$ cat src/rtl/mips_ctrl_pkg.sv
`default_nettype none
`timescale 1ns/1ps
// ============================================================================
//  Package     : mips_ctrl_pkg
//  Description : Opcodes, state encoding and control-field encodings shared
//                by the multi-cycle MIPS controller and its decoder.
//  Revision    : 1.0  initial release
// ============================================================================
package mips_ctrl_pkg;

    localparam logic [5:0] OPC_R    = 6'b000000;
    localparam logic [5:0] OPC_LW   = 6'b100011;
    localparam logic [5:0] OPC_SW   = 6'b101011;
    localparam logic [5:0] OPC_BEQ  = 6'b000100;
    localparam logic [5:0] OPC_BNE  = 6'b000101;
    localparam logic [5:0] OPC_J    = 6'b000010;
    localparam logic [5:0] OPC_JAL  = 6'b000011;
    localparam logic [5:0] OPC_ADDI = 6'b001000;
    localparam logic [5:0] OPC_SLTI = 6'b001010;

    // All sixteen codes are used; FETCH must stay at zero.
    typedef enum logic [3:0] {
        ST_FETCH     = 4'd0,
        ST_DECODE    = 4'd1,
        ST_MEM_ADDR  = 4'd2,
        ST_MEM_READ  = 4'd3,
        ST_MEM_WB    = 4'd4,
        ST_MEM_WRITE = 4'd5,
        ST_R_EX      = 4'd6,
        ST_R_WB      = 4'd7,
        ST_BEQ       = 4'd8,
        ST_BNE       = 4'd9,
        ST_JUMP      = 4'd10,
        ST_JAL       = 4'd11,
        ST_ADDI_EX   = 4'd12,
        ST_SLTI_EX   = 4'd13,
        ST_I_WB      = 4'd14,
        ST_NOP       = 4'd15
    } state_t;

    typedef enum logic [1:0] {
        ALUOP_ADD   = 2'b00,
        ALUOP_SUB   = 2'b01,
        ALUOP_FUNCT = 2'b10,
        ALUOP_SLT   = 2'b11
    } aluop_t;

    typedef enum logic [1:0] {
        SRCB_B      = 2'b00,
        SRCB_FOUR   = 2'b01,
        SRCB_IMM    = 2'b10,
        SRCB_IMM_SH = 2'b11
    } alusrcb_t;

    typedef enum logic [1:0] {
        PCSRC_ALU    = 2'b00,
        PCSRC_ALUOUT = 2'b01,
        PCSRC_JUMP   = 2'b10,
        PCSRC_RSVD   = 2'b11
    } pcsrc_t;

    typedef struct packed {
        logic     pc_write;
        logic     pc_write_beq;
        logic     pc_write_bne;
        logic     i_or_d;
        logic     ir_write;
        logic     mem_read;
        logic     mem_write;
        logic     reg_write;
        logic     reg_dst;
        logic     jal_sig1;
        logic     jal_sig2;
        logic     mem_to_reg;
        logic     alu_src_a;
        alusrcb_t alu_src_b;
        aluop_t   alu_op;
        pcsrc_t   pc_src;
        logic     done;
    } ctrl_t;

endpackage
`default_nettype wire

$ cat src/rtl/mc_control_fsm_if.sv
`default_nettype none
`timescale 1ns/1ps
// ============================================================================
//  Interface   : mc_control_fsm_if
//  Description : Datapath/controller boundary: opcode in, control strobes out.
//  Revision    : 1.0  initial release
// ============================================================================
interface mc_control_fsm_if;
    logic [5:0] opc;
    logic       PCWrite;
    logic       PCWriteCondBeq;
    logic       PCWriteCondBne;
    logic       IorD;
    logic       IRWrite;
    logic       MemRead;
    logic       MemWrite;
    logic       RegWrite;
    logic       RegDst;
    logic       JalSig1;
    logic       JalSig2;
    logic       MemToReg;
    logic       ALUSrcA;
    logic [1:0] ALUSrcB;
    logic [1:0] ALUOp;
    logic [1:0] PCSrc;
    logic       done;

    // Controller side
    modport master (
        input  opc,
        output PCWrite, PCWriteCondBeq, PCWriteCondBne, IorD, IRWrite,
               MemRead, MemWrite, RegWrite, RegDst, JalSig1, JalSig2,
               MemToReg, ALUSrcA, ALUSrcB, ALUOp, PCSrc, done
    );

    // Datapath side
    modport slave (
        output opc,
        input  PCWrite, PCWriteCondBeq, PCWriteCondBne, IorD, IRWrite,
               MemRead, MemWrite, RegWrite, RegDst, JalSig1, JalSig2,
               MemToReg, ALUSrcA, ALUSrcB, ALUOp, PCSrc, done
    );
endinterface
`default_nettype wire

$ cat src/rtl/mc_ctrl_outdec.sv
`default_nettype none
`timescale 1ns/1ps
// ============================================================================
//  Module      : mc_ctrl_outdec
//  Description : Pure state-to-controls decoder (Moore outputs of the FSM).
//  Revision    : 1.0  initial release
// ============================================================================
module mc_ctrl_outdec
    import mips_ctrl_pkg::*;
(
    input  state_t state,
    output ctrl_t  ctrl
);

    always_comb begin
        ctrl = '0;
        case (state)
            ST_FETCH: begin
                ctrl.mem_read  = 1'b1;
                ctrl.ir_write  = 1'b1;
                ctrl.pc_write  = 1'b1;
                ctrl.alu_src_b = SRCB_FOUR;
            end
            // Branch target computed speculatively into ALUOut.
            ST_DECODE: ctrl.alu_src_b = SRCB_IMM_SH;
            ST_MEM_ADDR: begin
                ctrl.alu_src_a = 1'b1;
                ctrl.alu_src_b = SRCB_IMM;
            end
            ST_MEM_READ: begin
                ctrl.i_or_d   = 1'b1;
                ctrl.mem_read = 1'b1;
            end
            ST_MEM_WB: begin
                ctrl.reg_write  = 1'b1;
                ctrl.mem_to_reg = 1'b1;
                ctrl.done       = 1'b1;
            end
            ST_MEM_WRITE: begin
                ctrl.i_or_d    = 1'b1;
                ctrl.mem_write = 1'b1;
                ctrl.done      = 1'b1;
            end
            ST_R_EX: begin
                ctrl.alu_src_a = 1'b1;
                ctrl.alu_op    = ALUOP_FUNCT;
            end
            ST_R_WB: begin
                ctrl.reg_write = 1'b1;
                ctrl.reg_dst   = 1'b1;
                ctrl.done      = 1'b1;
            end
            ST_BEQ, ST_BNE: begin
                ctrl.alu_src_a    = 1'b1;
                ctrl.alu_op       = ALUOP_SUB;
                ctrl.pc_src       = PCSRC_ALUOUT;
                ctrl.pc_write_beq = (state == ST_BEQ);
                ctrl.pc_write_bne = (state == ST_BNE);
                ctrl.done         = 1'b1;
            end
            ST_JUMP: begin
                ctrl.pc_write = 1'b1;
                ctrl.pc_src   = PCSRC_JUMP;
                ctrl.done     = 1'b1;
            end
            // PC already holds PC+4, so the link write lands with the jump.
            ST_JAL: begin
                ctrl.pc_write  = 1'b1;
                ctrl.pc_src    = PCSRC_JUMP;
                ctrl.reg_write = 1'b1;
                ctrl.jal_sig1  = 1'b1;
                ctrl.jal_sig2  = 1'b1;
                ctrl.done      = 1'b1;
            end
            ST_ADDI_EX: begin
                ctrl.alu_src_a = 1'b1;
                ctrl.alu_src_b = SRCB_IMM;
                ctrl.alu_op    = ALUOP_ADD;
            end
            ST_SLTI_EX: begin
                ctrl.alu_src_a = 1'b1;
                ctrl.alu_src_b = SRCB_IMM;
                ctrl.alu_op    = ALUOP_SLT;
            end
            ST_I_WB: begin
                ctrl.reg_write = 1'b1;
                ctrl.done      = 1'b1;
            end
            ST_NOP: ctrl.done = 1'b1;
            default: ctrl = '0;
        endcase
    end

endmodule
`default_nettype wire

$ cat src/rtl/mc_control_fsm.sv
`default_nettype none
`timescale 1ns/1ps
// ============================================================================
//  Module      : mc_control_fsm
//  Description : Multi-cycle MIPS controller: state register, next-state logic
//                and Moore output decode driving the datapath interface.
//  Revision    : 1.0  initial release
// ============================================================================
module mc_control_fsm
    import mips_ctrl_pkg::*;
(
    input  wire logic          clk,
    input  wire logic          rst,
    mc_control_fsm_if.master   bus
);

    state_t state_q;
    state_t state_d;
    ctrl_t  ctrl;

    always_ff @(posedge clk or negedge rst) begin
        if (!rst) begin
            state_q <= ST_FETCH;
        end else begin
            state_q <= state_d;
        end
    end

    // opc only steers next-state, never the outputs.
    always_comb begin
        state_d = ST_FETCH;
        case (state_q)
            ST_FETCH: state_d = ST_DECODE;
            ST_DECODE: begin
                case (bus.opc)
                    OPC_LW, OPC_SW: state_d = ST_MEM_ADDR;
                    OPC_R:          state_d = ST_R_EX;
                    OPC_BEQ:        state_d = ST_BEQ;
                    OPC_BNE:        state_d = ST_BNE;
                    OPC_J:          state_d = ST_JUMP;
                    OPC_JAL:        state_d = ST_JAL;
                    OPC_ADDI:       state_d = ST_ADDI_EX;
                    OPC_SLTI:       state_d = ST_SLTI_EX;
                    default:        state_d = ST_NOP;
                endcase
            end
            ST_MEM_ADDR: begin
                if (bus.opc == OPC_LW) begin
                    state_d = ST_MEM_READ;
                end else if (bus.opc == OPC_SW) begin
                    state_d = ST_MEM_WRITE;
                end else begin
                    state_d = ST_FETCH;
                end
            end
            ST_MEM_READ: state_d = ST_MEM_WB;
            ST_R_EX:     state_d = ST_R_WB;
            ST_ADDI_EX,
            ST_SLTI_EX:  state_d = ST_I_WB;
            default:     state_d = ST_FETCH;
        endcase
    end

    mc_ctrl_outdec u_outdec (
        .state (state_q),
        .ctrl  (ctrl)
    );

    assign bus.PCWrite        = ctrl.pc_write;
    assign bus.PCWriteCondBeq = ctrl.pc_write_beq;
    assign bus.PCWriteCondBne = ctrl.pc_write_bne;
    assign bus.IorD           = ctrl.i_or_d;
    assign bus.IRWrite        = ctrl.ir_write;
    assign bus.MemRead        = ctrl.mem_read;
    assign bus.MemWrite       = ctrl.mem_write;
    assign bus.RegWrite       = ctrl.reg_write;
    assign bus.RegDst         = ctrl.reg_dst;
    assign bus.JalSig1        = ctrl.jal_sig1;
    assign bus.JalSig2        = ctrl.jal_sig2;
    assign bus.MemToReg       = ctrl.mem_to_reg;
    assign bus.ALUSrcA        = ctrl.alu_src_a;
    assign bus.ALUSrcB        = ctrl.alu_src_b;
    assign bus.ALUOp          = ctrl.alu_op;
    assign bus.PCSrc          = ctrl.pc_src;
    assign bus.done           = ctrl.done;

endmodule
`default_nettype wire

$ cat src/flat_wrapper.sv
// flat-port wrapper written by rule: the top's interface ports become plain ports
module mc_control_fsm_flat import mips_ctrl_pkg::*;
  (clk, rst, bus_opc, bus_PCWrite, bus_PCWriteCondBeq, bus_PCWriteCondBne, bus_IorD, bus_IRWrite, bus_MemRead, bus_MemWrite, bus_RegWrite, bus_RegDst, bus_JalSig1, bus_JalSig2, bus_MemToReg, bus_ALUSrcA, bus_ALUSrcB, bus_ALUOp, bus_PCSrc, bus_done);
  mc_control_fsm_if bus_i ();
  input  wire logic clk;
  input  wire logic rst;
  input wire logic [$bits(bus_i.opc)-1:0] bus_opc;
  output wire logic [$bits(bus_i.PCWrite)-1:0] bus_PCWrite;
  output wire logic [$bits(bus_i.PCWriteCondBeq)-1:0] bus_PCWriteCondBeq;
  output wire logic [$bits(bus_i.PCWriteCondBne)-1:0] bus_PCWriteCondBne;
  output wire logic [$bits(bus_i.IorD)-1:0] bus_IorD;
  output wire logic [$bits(bus_i.IRWrite)-1:0] bus_IRWrite;
  output wire logic [$bits(bus_i.MemRead)-1:0] bus_MemRead;
  output wire logic [$bits(bus_i.MemWrite)-1:0] bus_MemWrite;
  output wire logic [$bits(bus_i.RegWrite)-1:0] bus_RegWrite;
  output wire logic [$bits(bus_i.RegDst)-1:0] bus_RegDst;
  output wire logic [$bits(bus_i.JalSig1)-1:0] bus_JalSig1;
  output wire logic [$bits(bus_i.JalSig2)-1:0] bus_JalSig2;
  output wire logic [$bits(bus_i.MemToReg)-1:0] bus_MemToReg;
  output wire logic [$bits(bus_i.ALUSrcA)-1:0] bus_ALUSrcA;
  output wire logic [$bits(bus_i.ALUSrcB)-1:0] bus_ALUSrcB;
  output wire logic [$bits(bus_i.ALUOp)-1:0] bus_ALUOp;
  output wire logic [$bits(bus_i.PCSrc)-1:0] bus_PCSrc;
  output wire logic [$bits(bus_i.done)-1:0] bus_done;
  assign bus_i.opc = bus_opc;
  assign bus_PCWrite = bus_i.PCWrite;
  assign bus_PCWriteCondBeq = bus_i.PCWriteCondBeq;
  assign bus_PCWriteCondBne = bus_i.PCWriteCondBne;
  assign bus_IorD = bus_i.IorD;
  assign bus_IRWrite = bus_i.IRWrite;
  assign bus_MemRead = bus_i.MemRead;
  assign bus_MemWrite = bus_i.MemWrite;
  assign bus_RegWrite = bus_i.RegWrite;
  assign bus_RegDst = bus_i.RegDst;
  assign bus_JalSig1 = bus_i.JalSig1;
  assign bus_JalSig2 = bus_i.JalSig2;
  assign bus_MemToReg = bus_i.MemToReg;
  assign bus_ALUSrcA = bus_i.ALUSrcA;
  assign bus_ALUSrcB = bus_i.ALUSrcB;
  assign bus_ALUOp = bus_i.ALUOp;
  assign bus_PCSrc = bus_i.PCSrc;
  assign bus_done = bus_i.done;
  mc_control_fsm u_core (.clk(clk), .rst(rst), .bus(bus_i));
endmodule
$ cat config.mk
export PLATFORM = sky130hd
export DESIGN_NAME = mc_control_fsm_flat
export DESIGN_NICKNAME = d
export VERILOG_FILES = /design/src/rtl/mips_ctrl_pkg.sv /design/src/rtl/mc_control_fsm_if.sv /design/src/rtl/mc_ctrl_outdec.sv /design/src/rtl/mc_control_fsm.sv /design/src/flat_wrapper.sv
export SDC_FILE = /design/constraint.sdc
export NUM_CORES = 1
export LEC_CHECK = 0
export BUFFER_PORTS_ARGS = -buffer_cell sky130_fd_sc_hd__buf_2
export CORE_MARGIN = 2
export CORE_UTILIZATION = 45
export CTS_CLUSTER_SIZE = 20
export DETAILED_ROUTE_END_ITERATION = 10
export PLACE_DENSITY = 0.78
export SETUP_SLACK_MARGIN = 0.15
export SLEW_MARGIN = 20
export SYNTH_ARGS = -nofsm -noshare
export SYNTH_HDL_FRONTEND = slang
export SYNTH_HIERARCHICAL = 1
export SYNTH_SLANG_ARGS = --single-unit
$ cat constraint.sdc
create_clock -name clk -period 1.71 [get_ports clk]
set_clock_uncertainty 0.2 [all_clocks]
set_input_delay 0.342 -clock clk [delete_from_list [all_inputs] [get_ports clk]]
set_output_delay 0.342 -clock clk [all_outputs]
set_load 0.02 [all_outputs]
==> flow_summary.toml, run 1 <==
[timing]
crit_endpoint = "bus_RegWrite"
endpoint_type = "primary output"

[clocking]
clock_path_buffers = 2
htree_num_levels = 1
clockRootBuffer = "clkbuf_4"
cts_sinks = 4
cts_made_buffers = 3

[synthesis]
syn_nets = 91
synth_cell_types = 39
yosysSeqAreaShare = 0.1677
ys.warnings.count = 6
synth_area_leaders = "dfrtp_1, nor2_1, a21oi_1"
synth_cells = 83
syn_area_per_cell_um2 = 7.191
synth_area_leader_cell = "dfrtp_1"
synth_common_cells = "nor2_1, a21oi_1, nor3_1"
yosysMostFrequentCell = "nor2_1"
synthesis.area_um2 = 596.8
async_reset_ff_frac = 1.000
synth_edf_count = 0
synthFlopType = "dfrtp_1"
synth_top_cell_area_share = 0.1677
ys_ff_latch = 4

[grt]
grt_max_degree = 9

[floorplan]
dieWidth_um = 40.42
start_util = 0.4704
num_io_pins = 28
rows = 13
die_h_um = 40.42

[placement]
placed_cells = 138
dpl.hpwl_um = 1420
placement.io_buffers = 27
place.gp.congestion = 0.8201

[status]
status = "did not finish"
firstError = "[ERROR DPL-0038] Utilization greater than 100%, impossible to legalize"
stop_stage = "global routing (5_1_grt)"
==> timing repair <==
item,in CTS
pin swaps,8
endpoints found under the hold margin,4
endpoints found under the setup margin,23
buffers inserted,4
hold buffers,1
gates resized for setup,45
==> per-stage QoR <==
stage / instance area (µm²) / worst slack [ps] / util
CTS: 1167 / -247.4 / 0.9201
detailed placement: 964.7 / -57.44 / 0.7604
global placement: 964.7 / -9.695 / 0.7604
floorplan: 720.7 / -7.251 / -
==> logic make-up after synthesis <==
logic type	count (synthesis)	share of synthesized area
xor gates and xnor gates	2	0.02936
muxes	1	0.01887
AOI/OAI and AO/OA	23	0.2558
buffers and inverters	8	0.07126
and+or+nand+nor	45	0.4571
DFF	4	0.1677
==> inputs of run 2 (changes only) <==
Settings changed: CORE_AREA set to 2 2 63 65, CORE_MARGIN 2 to not set, CORE_UTILIZATION 45 to not set, CTS_CLUSTER_SIZE 20 to not set, DIE_AREA set to 0 0 65 67, PLACE_DENSITY 0.78 to not set, PLACE_DENSITY_LB_ADDON set to 0.15, SETUP_SLACK_MARGIN 0.15 to not set.
==> flow_summary.toml, run 2 <==
[worst_setup_path]
startpoint_type = "flop"
crit_fanout = 5
cp.required_ps = 1170
crit_slowest_cell = "dfrtp_2"
critPathLaunch = "u_core/state_q[1]"
r2r-start = "u_core/state_q[1]"
critPathKind = "reg2out"
worstPathArrival_ps = 1410
path_cells = "buf_6 > nand2_4 > a21oi_1 > or3_1 > buf_6"
endpoint_kind = "primary output"
rr_endpoint = "u_core/state_q[2]"
endpoint = "bus_RegWrite"
r2r_setup_slack_ps = 30
cpMostUsedCell = "buf_6"
r2r.worst_path.cells = 4
critical-path-max-stage-delay_ps = 430

[drt]
routedWlPerCell_um = 11.34
vias = 797
routed_wl_um = 2075
drt_iter0_markers = 13
via_per_inst = 4.355
antenna_left = 0
drc_errors = 0
drtPass1Iterations = 4

[timing]
maxSlewViolCount = 0
period_needed_ps = 1951
fmax_mhz = 512.7
slew_headroom = 0.7672
setup_viol = 18
worst_slack_ps = -240.6
fin_crit_sh = 1.141
hold_viol_final = 0
rsz0062_at_grt = "yes"
worst_pin_slew_ps = 344.9

[finish]
regMostFlops = "u_core/state_q"
finalNetCount = 145
largest_reg_flops = 4
reg_top3 = "u_core/state_q (4)"
drive_gt1_frac = 0.6667
diodes = 0
final_cell_mix = "buf_6, buf_4, nor2_1, buf_2"
final_cell_count_no_fill = 183
area.growth.synth_to_final_pct = 119.1

[floorplan]
die_h_um = 67
coreArea_um2 = 3606
dieWidth_um = 65
start_util = 0.1655
dieArea_um2 = 4355
rows = 22
num_io_pins = 28

[run]
maxCapViolations = 0

[synthesis]
yosysMostFrequentCell = "nor2_1"
synth_common_cells = "nor2_1, a21oi_1, nor3_1"
synth_edf_count = 0
synthFlopType = "dfrtp_1"
async_reset_ff_frac = 1.000
synth_cell_types = 39
synth_area_leaders = "dfrtp_1, nor2_1, a21oi_1"
yosysSeqAreaShare = 0.1677
synthesis.area_um2 = 596.8
syn_area_per_cell_um2 = 7.191
synth_top_cell_area_share = 0.1677
ys.warnings.count = 6
syn_nets = 91
synth_cells = 83
ys_ff_latch = 4
synth_area_leader_cell = "dfrtp_1"

[power]
ir_drop_mv = 0.3842
clkPwrFrac = 0.079
power.density_nw_per_um2 = 1942
p_seq_frac = 0.088
p_comb_frac = 0.832
power_switching_mw = 1.129
p_sw_frac = 0.4447
leakagePower_nw = 0.5558
p_int_mw = 1.410

[clocking]
cts.clk_slew.worst_paths_ps = 30
cts_tree = "done"
insertion_delay_ps = 220
clockRootBuffer = "clkbuf_8"
cts_sinks = 4
clock_path_buffers = 2
cts_made_buffers = 3
htree_num_levels = 1

[placement]
dpl.hpwl_um = 1543
placed_cells = 171
pre_cts_ws_ps = -48.28
placement.io_buffers = 27
place.gp.congestion = 0.7771

[grt]
antenna_found_initial = 0
grt_pass1_wl_um = 3443
grt_pass1_vias = 776
grt_max_degree = 16
grt_usage = 0.09982
grt_overflow = 0

[status]
status = "finished with violations"
violations = "setup timing"

[hold_path]
hold_path_class = "in2reg"
==> run 2: cell counts after synthesis <==
Identical to the previous run, type by type.
==> run 2: how the worst min path moves through the flow <==
| stage | from | cells past startpoint | endpoint |
|---|---|---|---|
| 2_1_floorplan | rst | 0 | u_core/state_q[0] |
| 3_3_place_gp | rst | 1 | u_core/state_q[1] |
| 3_5_place_dp | rst | 1 | u_core/state_q[2] |
| 4_1_cts | bus_opc[2] | 3 | u_core/state_q[0] |
| 5_1_grt | rst | 2 | u_core/state_q[1] |
| 6_report | bus_opc[2] | 3 | u_core/state_q[0] |
==> run 2: critical path, delay by kind of cell, from the launching register on <==
kind            cells  cell delay [ps]
compound gates      1               40
buf+inv             2              290
flops               1              430
simple gates        2              420
==> run 2: cell type report <==
type	instances	area [µm²]
Clock buffer	3	41.29
Fill cell	396	2298
Inverter	3	11.26
Multi-Input combinational cell	71	606.8
Sequential cell	4	105.1
Tap cell	48	60.06
Timing Repair Buffer	54	483.0
==> run 2: metal layers <==
metal,global-route usage,part of all wire,up-vias,wire (µm)
met5,0,0,-,0
met3,0.01351,0.042,0,88
met1,0.1203,0.44,370,917
met2,0.1778,0.52,22,1069
met4,0.03989,0,0,0
li1,-,-,405,-
==> run 2: kinds of logic after synthesis <==
logic type / share of synthesized area
AOI/OAI and AO/OA: 0.2558
xor gates and xnor gates: 0.02936
buffers and inverters: 0.07126
DFF: 0.1677
muxes: 0.01887
and+or+nand+nor: 0.4571
==> run 2: through the flow <==
stage                     instance area [µm²]  total power, mW  TNS (ps)    util  hold slack, ps
after floorplan                         644.4            1.123    -84.08       -          -153.6
after global placement                  940.9            1.666    -47.64  0.2609          -44.44
after detailed placement                940.9            1.673    -83.68  0.2609          -40.01
after CTS                                1199            2.324     -2075  0.3324           254.7
after global routing                     1308            2.725     -3231  0.3626           281.8
final                                    1308            2.539     -2147  0.3626           249.5
==> run 2: timing repair <==
item	in CTS	in global routing
hold buffers	1	0
pin swaps	9	7
endpoints found under the hold margin	4	0
endpoints found under the setup margin	20	22
gates resized for setup	50	22
setup buffers	6	5
==> run 2: power groups by stage <==
stage | clock network [mW] | logic, mW | registers, mW
global placement | 0 | 1.47 | 0.199
floorplan | 0 | 0.910 | 0.213
detailed placement | 0 | 1.47 | 0.203
finish | 0.201 | 2.11 | 0.225
CTS | 0.205 | 1.90 | 0.223
global route | 0.218 | 2.27 | 0.234
No activity file was read; power rests on OpenSTA's default activity.
